$ cat config.mk
export PLATFORM = sky130hd
export DESIGN_NAME = led_nios2_qsys_oci_trace_capture_flat
export DESIGN_NICKNAME = d
export VERILOG_FILES = /design/src/rtl/led_nios2_qsys_oci_trace_capture_pkg.sv /design/src/rtl/led_nios2_qsys_oci_trace_capture_if.sv /design/src/rtl/led_nios2_qsys_oci_trace_fifo.sv /design/src/rtl/led_nios2_qsys_oci_trace_capture.sv /design/src/flat_wrapper.sv
export SDC_FILE = /design/constraint.sdc
export NUM_CORES = 1
export LEC_CHECK = 0
export ABC_AREA = 0
export CAP_MARGIN = 15
export CORE_ASPECT_RATIO = 1.25
export CORE_UTILIZATION = 55
export CTS_BUF_LIST = sky130_fd_sc_hd__clkbuf_8
export CTS_CLUSTER_SIZE = 40
export DETAILED_ROUTE_END_ITERATION = 7
export HOLD_SLACK_MARGIN = 0.06
export PLACE_DENSITY = 0.73
export SLEW_MARGIN = 20
export SYNTH_ARGS = -nofsm -noshare
export SYNTH_HDL_FRONTEND = slang
export SYNTH_SLANG_ARGS = --single-unit
$ cat constraint.sdc
create_clock -name clk -period 6.99 [get_ports clk]
set_input_delay 2.097 -clock clk [delete_from_list [all_inputs] [get_ports clk]]
set_output_delay 2.097 -clock clk [all_outputs]
set_load 0.005 [all_outputs]
$ cat src/rtl/led_nios2_qsys_oci_trace_capture_pkg.sv
// Shared types and defaults for the Nios II OCI trace-capture buffer.
package led_nios2_qsys_oci_trace_capture_pkg;

  typedef enum logic [1:0] {
    StIdle    = 2'd0,
    StCapture = 2'd1,
    StDrain   = 2'd2,
    StDone    = 2'd3
  } trace_state_e;

  localparam int unsigned DefDctW  = 30;
  localparam int unsigned DefCntW  = 4;
  localparam int unsigned DefDepth = 16;
  localparam int unsigned DefOvfW  = 16;

  // Stored frame is {dct_count, dct_buffer}.
  function automatic int unsigned frame_w(int unsigned dct_w, int unsigned cnt_w);
    return dct_w + cnt_w;
  endfunction

endpackage

$ cat src/rtl/led_nios2_qsys_oci_trace_capture_if.sv
// Trace-source / host-drain signal bundle for the OCI trace-capture buffer.
interface led_nios2_qsys_oci_trace_capture_if
  import led_nios2_qsys_oci_trace_capture_pkg::*;
#(
  parameter int unsigned DCT_W = DefDctW,
  parameter int unsigned CNT_W = DefCntW,
  parameter int unsigned DEPTH = DefDepth,
  parameter int unsigned OVF_W = DefOvfW
);
  localparam int unsigned FrameW = frame_w(DCT_W, CNT_W);
  localparam int unsigned FillW  = $clog2(DEPTH) + 1;

  logic              cap_en;
  logic [DCT_W-1:0]  dct_buffer;
  logic [CNT_W-1:0]  dct_count;
  logic              test_ending;
  logic              rd_valid;
  logic              rd_ready;
  logic [FrameW-1:0] rd_data;
  logic [FillW-1:0]  fill_level;
  logic [OVF_W-1:0]  overflow_cnt;
  logic              test_has_ended;

  modport slave (
    input  cap_en, dct_buffer, dct_count, test_ending, rd_ready,
    output rd_valid, rd_data, fill_level, overflow_cnt, test_has_ended
  );

  modport master (
    output cap_en, dct_buffer, dct_count, test_ending, rd_ready,
    input  rd_valid, rd_data, fill_level, overflow_cnt, test_has_ended
  );

endinterface

$ cat src/rtl/led_nios2_qsys_oci_trace_fifo.sv
// Circular frame store with separate fill counter; overwrite advances the read pointer so the
// oldest entry is replaced while the buffer stays full.
module led_nios2_qsys_oci_trace_fifo #(
  parameter int unsigned WIDTH = 34,
  parameter int unsigned DEPTH = 16,
  localparam int unsigned AW    = $clog2(DEPTH),
  localparam int unsigned FillW = AW + 1
) (
  input  logic             clk,
  input  logic             reset_n,
  input  logic             i_push,
  input  logic             i_pop,
  input  logic             i_overwrite,
  input  logic [WIDTH-1:0] i_wdata,
  output logic [WIDTH-1:0] o_rdata,
  output logic [FillW-1:0] o_fill,
  output logic             o_full,
  output logic             o_empty
);

  logic [WIDTH-1:0] r_mem [DEPTH];
  logic [AW-1:0]    r_wr_ptr;
  logic [AW-1:0]    r_rd_ptr;
  logic [FillW-1:0] r_fill;

  // Storage carries no reset; contents are only observable while r_fill is non-zero.
  always_ff @(posedge clk) begin
    if (i_push) begin
      r_mem[r_wr_ptr] <= i_wdata;
    end
  end

  always_ff @(posedge clk or negedge reset_n) begin
    if (!reset_n) begin
      r_wr_ptr <= '0;
      r_rd_ptr <= '0;
      r_fill   <= '0;
    end else begin
      if (i_push) begin
        r_wr_ptr <= r_wr_ptr + AW'(1);
      end
      if (i_pop || i_overwrite) begin
        r_rd_ptr <= r_rd_ptr + AW'(1);
      end
      if (i_push && !i_pop && !i_overwrite) begin
        r_fill <= r_fill + FillW'(1);
      end else if (i_pop && !i_push) begin
        r_fill <= r_fill - FillW'(1);
      end
    end
  end

  assign o_rdata = r_mem[r_rd_ptr];
  assign o_fill  = r_fill;
  assign o_full  = (r_fill == FillW'(DEPTH));
  assign o_empty = (r_fill == '0);

  a_no_underflow : assert property (@(posedge clk) disable iff (!reset_n) !(i_pop && o_empty));
  a_no_overflow  : assert property (@(posedge clk) disable iff (!reset_n)
                                    !(i_push && o_full && !i_pop && !i_overwrite));
  a_overwrite_full : assert property (@(posedge clk) disable iff (!reset_n)
                                      !(i_overwrite && (!o_full || !i_push || i_pop)));

endmodule

$ cat src/rtl/led_nios2_qsys_oci_trace_capture.sv
// Nios II OCI trace capture: control FSM, push/drop policy and saturating overflow count around
// a circular frame buffer that drains to the host over valid/ready.
module led_nios2_qsys_oci_trace_capture
  import led_nios2_qsys_oci_trace_capture_pkg::*;
#(
  parameter int unsigned DCT_W     = DefDctW,
  parameter int unsigned CNT_W     = DefCntW,
  parameter int unsigned DEPTH     = DefDepth,
  parameter int unsigned WRAP_MODE = 0,
  parameter int unsigned OVF_W     = DefOvfW
) (
  input logic clk,
  input logic reset_n,
  led_nios2_qsys_oci_trace_capture_if.slave trace_bus
);

  localparam int unsigned FrameW = frame_w(DCT_W, CNT_W);
  localparam int unsigned FillW  = $clog2(DEPTH) + 1;

  trace_state_e     r_state;
  logic             r_test_has_ended;
  logic [OVF_W-1:0] r_overflow_cnt;

  logic [FillW-1:0]  w_fill;
  logic [FrameW-1:0] w_rdata;
  logic [FrameW-1:0] w_wdata;
  logic              w_full;
  logic              w_empty;
  logic              w_rd_valid;
  logic              w_pop;
  logic              w_push_req;
  logic              w_ovf_inc;
  logic              w_wr_en;
  logic              w_overwrite;
  logic              w_drain_empty;

  assign w_rd_valid = !w_empty && (r_state != StDone);
  assign w_pop      = w_rd_valid && trace_bus.rd_ready;

  // A concurrent test_ending wins over the frame arriving in the same cycle.
  assign w_push_req = (r_state == StCapture) && !trace_bus.test_ending &&
                      (trace_bus.dct_count != '0);

  // A simultaneous pop frees a slot on the same edge, so only push-without-pop on full loses data.
  assign w_ovf_inc   = w_push_req && w_full && !w_pop;
  assign w_wr_en     = w_push_req && (!w_ovf_inc || (WRAP_MODE != 0));
  assign w_overwrite = w_wr_en && w_ovf_inc;
  assign w_wdata     = {trace_bus.dct_count, trace_bus.dct_buffer};

  // No pushes happen in drain, so the next fill is the current fill minus any pop.
  assign w_drain_empty = (w_fill == '0) || ((w_fill == FillW'(1)) && w_pop);

  led_nios2_qsys_oci_trace_fifo #(
    .WIDTH (FrameW),
    .DEPTH (DEPTH)
  ) u_fifo (
    .clk         (clk),
    .reset_n     (reset_n),
    .i_push      (w_wr_en),
    .i_pop       (w_pop),
    .i_overwrite (w_overwrite),
    .i_wdata     (w_wdata),
    .o_rdata     (w_rdata),
    .o_fill      (w_fill),
    .o_full      (w_full),
    .o_empty     (w_empty)
  );

  always_ff @(posedge clk or negedge reset_n) begin
    if (!reset_n) begin
      r_state          <= StIdle;
      r_test_has_ended <= 1'b0;
      r_overflow_cnt   <= '0;
    end else begin
      if (w_ovf_inc && (r_overflow_cnt != '1)) begin
        r_overflow_cnt <= r_overflow_cnt + OVF_W'(1);
      end
      unique case (r_state)
        StIdle: begin
          if (trace_bus.test_ending) begin
            r_state <= StDrain;
          end else if (trace_bus.cap_en) begin
            r_state <= StCapture;
          end
        end
        StCapture: begin
          if (trace_bus.test_ending) begin
            r_state <= StDrain;
          end else if (!trace_bus.cap_en) begin
            r_state <= StIdle;
          end
        end
        StDrain: begin
          if (w_drain_empty) begin
            r_state          <= StDone;
            r_test_has_ended <= 1'b1;
          end
        end
        StDone: begin
          r_test_has_ended <= 1'b1;
        end
        default: begin
          r_state <= StIdle;
        end
      endcase
    end
  end

  assign trace_bus.rd_valid       = w_rd_valid;
  assign trace_bus.rd_data        = w_rdata;
  assign trace_bus.fill_level     = w_fill;
  assign trace_bus.overflow_cnt   = r_overflow_cnt;
  assign trace_bus.test_has_ended = r_test_has_ended;

endmodule
$ cat src/flat_wrapper.sv
// flat-port wrapper written by rule: the top's interface ports become plain ports
module led_nios2_qsys_oci_trace_capture_flat import led_nios2_qsys_oci_trace_capture_pkg::*;
#(
  parameter int unsigned DCT_W     = DefDctW,
  parameter int unsigned CNT_W     = DefCntW,
  parameter int unsigned DEPTH     = DefDepth,
  parameter int unsigned WRAP_MODE = 0,
  parameter int unsigned OVF_W     = DefOvfW
)
  (clk, reset_n, trace_bus_cap_en, trace_bus_dct_buffer, trace_bus_dct_count, trace_bus_test_ending, trace_bus_rd_ready, trace_bus_rd_valid, trace_bus_rd_data, trace_bus_fill_level, trace_bus_overflow_cnt, trace_bus_test_has_ended);
  led_nios2_qsys_oci_trace_capture_if #(.DCT_W(DCT_W), .CNT_W(CNT_W), .DEPTH(DEPTH), .OVF_W(OVF_W)) trace_bus_i ();
  input logic clk;
  input logic reset_n;
  input wire logic [$bits(trace_bus_i.cap_en)-1:0] trace_bus_cap_en;
  input wire logic [$bits(trace_bus_i.dct_buffer)-1:0] trace_bus_dct_buffer;
  input wire logic [$bits(trace_bus_i.dct_count)-1:0] trace_bus_dct_count;
  input wire logic [$bits(trace_bus_i.test_ending)-1:0] trace_bus_test_ending;
  input wire logic [$bits(trace_bus_i.rd_ready)-1:0] trace_bus_rd_ready;
  output wire logic [$bits(trace_bus_i.rd_valid)-1:0] trace_bus_rd_valid;
  output wire logic [$bits(trace_bus_i.rd_data)-1:0] trace_bus_rd_data;
  output wire logic [$bits(trace_bus_i.fill_level)-1:0] trace_bus_fill_level;
  output wire logic [$bits(trace_bus_i.overflow_cnt)-1:0] trace_bus_overflow_cnt;
  output wire logic [$bits(trace_bus_i.test_has_ended)-1:0] trace_bus_test_has_ended;
  assign trace_bus_i.cap_en = trace_bus_cap_en;
  assign trace_bus_i.dct_buffer = trace_bus_dct_buffer;
  assign trace_bus_i.dct_count = trace_bus_dct_count;
  assign trace_bus_i.test_ending = trace_bus_test_ending;
  assign trace_bus_i.rd_ready = trace_bus_rd_ready;
  assign trace_bus_rd_valid = trace_bus_i.rd_valid;
  assign trace_bus_rd_data = trace_bus_i.rd_data;
  assign trace_bus_fill_level = trace_bus_i.fill_level;
  assign trace_bus_overflow_cnt = trace_bus_i.overflow_cnt;
  assign trace_bus_test_has_ended = trace_bus_i.test_has_ended;
  led_nios2_qsys_oci_trace_capture #(.DCT_W(DCT_W), .CNT_W(CNT_W), .DEPTH(DEPTH), .WRAP_MODE(WRAP_MODE), .OVF_W(OVF_W)) u_core (.clk(clk), .reset_n(reset_n), .trace_bus(trace_bus_i));
endmodule
==> results.toml <==
[status]
outcome = "complete, no violations"

[synth]
synth_warnings = 0
avgSynthCellArea_um2 = 23.8
syn_area_um2 = 22300
ys_seq_elements = 576
async_flop_share_pct = 5.56
synth_flop_cell = "edfxtp_1"
synthesis.nets = 991
ys_seq_area_share_pct = 77.0
synth_cell_type_count = 46
synthCells = 937
synth-edff-count = 544

[cts]
postCtsSetupBuffers = 0
clockRootBuffer = "clkbuf_8"
postCtsHoldBufs = 0
cts_buffers = 85
cts_buffer_depth = 3
cts_sinks = 576
insertion_delay_ps = 640
htree_levels = 3
cts_tree = "built"
cts.reportedPaths.clkPinSlew_ps = 70
cts_resized = 0

[floorplanning]
dieArea_um2 = 41300
initial_core_util_pct = 55.6
die_w_um = 182
die_height_um = 227
rows = 82
coreArea_um2 = 40000
io_pins = 96

[global_route]
first_global_vias = 10800
grt_max_degree = 71
grt_pass1_wl_mm = 67.0
grtUsageTotal_pct = 22.6
antenna_found_initial = 0
grt_overflow = 0

[cells_and_area]
final_cell_mix = "544 x edfxtp_1, 170 x mux4_2, 95 x clkdlybuf4s50_1"
area_growth_pct = 15.2
fill_cells = 2588
final_nets = 1156
diodes = 0
layout_commonest_cell = "edfxtp_1"
layout-drive-gt1-share_pct = 29.0

[timing]
fin_crit_sh_pct = 82.9
finalHoldViolations = 0
clock.fmax_mhz = 172
tightestPinTransition_ps = 986
finalMaxSlewViolations = 0
setup_viol = 0
finalClockSkew_ps = 30.8
rsz0062_at_grt = "no"
period_needed_ps = 5800
finalSetupTns_ps = 0
relSlewSlack_pct = 34.1

[flow_run]
drv_cap = 0

[setup_path]
worst_setup_path_start_kind = "flip-flop"
rr_worst_depth = 8
r2r_setup_slack_ps = 3650
cp_slowest_cell = "dfrtp_4"
path_max_fanout = 52
reg2reg_to = "u_core.u_fifo.r_mem[13][27]"
slowest_delay_ps = 930
critPathBufInv = 2
endpoint_kind = "output pin"
crit_chain = "buf_12, mux4_2, mux4_2, clkdlybuf4s50_1"
reg2reg_from = "u_core.r_state[1]"
cp.arrival_ps = 3700
required_ps = 4890
cpMostUsedCell = "mux4_2"
path_class = "reg2out"
cpLargestDelayFamily = "multiplexers"

[power]
ir_drop_mv = 0.219
p_leak_nw = 8.27
powerDensity_nw_per_um2 = 361
power.total_w = 0.00925

[route]
num_vias = 10200
drtIter0Drc = 889
ant_nets = 0
via_per_inst = 6.11
drc_errors = 0
drt_first_pass_iters = 5
post_drt_wl_per_cell_um = 26.7
wirelength_mm = 44.5

[placed_design]
gp_congestion = 0.740
numPortBuffers = 95
dpl.hpwl_mm = 25.6

[worst_hold_path]
min_path_cells = 1
hp-class = "reg2reg"
min_to = "u_core.trace_bus.test_has_ended"
holdCritStartpoint = "u_core.trace_bus.test_has_ended"
## stage by stage
stage / hold slack [ps] / instances / instance area, µm² / setup WS [ps] / util (%)
after detailed placement: 469 / 1519 / 24100 / 1400 / 60.2
after global placement: 464 / 1512 / 23900 / 1500 / 59.8
final: 479 / 1668 / 25700 / 1190 / 64.1
after floorplan: 468 / 937 / 22300 / 1200 / -
after CTS: 486 / 1668 / 25700 / 1080 / 64.1
after global routing: 512 / 1668 / 25700 / 969 / 64.1
## cell usage after synthesis, types with 7 or more instances
cell type / n / area share [%]
mux4_2: 170 / 17
xor2_1: 7 / 0.28
nand2_1: 13 / 0.22
inv_1: 7 / 0.12
ha_1: 15 / 0.84
edfxtp_1: 544 / 73
nor2_1: 25 / 0.42
xnor2_1: 17 / 0.67
clkbuf_1: 19 / 0.32
and3_1: 7 / 0.20
dfrtp_1: 32 / 3.6
buf_2: 12 / 0.27
nand3_1: 10 / 0.22
## worst register-to-register path, stage by stage, from the launching register on
cell	delay, ps
dfrtp_1	430
inv_1	100
ha_1	180
and2b_1	270
nand2_1	140
a41oi_2	390
nand2_1	320
nor2_4	810
buf_4	380
## worst max path at each step
stage,endpoint,cells after the start,start,slack (ps)
2_1_floorplan,u_core.u_fifo.r_mem[3][0],5,trace_bus_test_ending,1200
5_1_grt,trace_bus_rd_data[32],4,u_core.u_fifo.r_rd_ptr[0],970
3_3_place_gp,u_core.u_fifo.r_mem[12][16],6,trace_bus_dct_count[0],1500
6_report,trace_bus_rd_data[32],4,u_core.u_fifo.r_rd_ptr[0],1190
3_5_place_dp,u_core.u_fifo.r_mem[8][25],7,trace_bus_dct_count[0],1400
4_1_cts,trace_bus_rd_data[29],4,u_core.u_fifo.r_rd_ptr[0],1080
## flip-flops by register name, indices dropped and copies added (netlist names)
| name | count |
|---|---|
| u_core.u_fifo.r_rd_ptr | 4 |
| u_core.u_fifo.r_mem | 544 |
| u_core.r_state | 2 |
| u_core.u_fifo.r_wr_ptr | 4 |
| u_core.trace_bus.overflow_cnt | 16 |
| u_core.trace_bus.test_has_ended | 1 |
| u_core.u_fifo.o_fill | 5 |
## routing by layer
layer / vias to the layer above / track usage (%) / part of all wire [%]
met2: 379 / 36.9 / 51
met3: 58 / 4.42 / 6.4
met5: - / 0 / 0
li1: 4338 / - / -
met1: 5416 / 31.2 / 41
met4: 0 / 7.48 / 1.7
## cell families after synthesis
kind of cell	count (synthesis)	synth area share [%]
compound gates	20	0.860
fa+ha+maj	15	0.843
simple gates	77	1.87
mux	175	17.4
xor+xnor	24	0.944
buf+inv	50	1.08
flops	576	77.0
## power by group
part           total [W]  internal (W)  switching [W]
sequential       0.00416       0.00389       0.000275
combinational    0.00254       0.00150        0.00104
clock            0.00255       0.00131        0.00124
total            0.00925       0.00670        0.00255
## cell type report
cell class	count	area [µm²]	share of cell area (%)
flip-flops and latches	576	17100	66.8
clock buffers	91	1250	4.88
clock inverters	58	332	1.29
well taps	504	631	2.46
inverters	7	26.3	0.102
multi-input cells	311	5000	19.5
repair buffers	121	1270	4.95
Power figures use the tool's default switching activity.
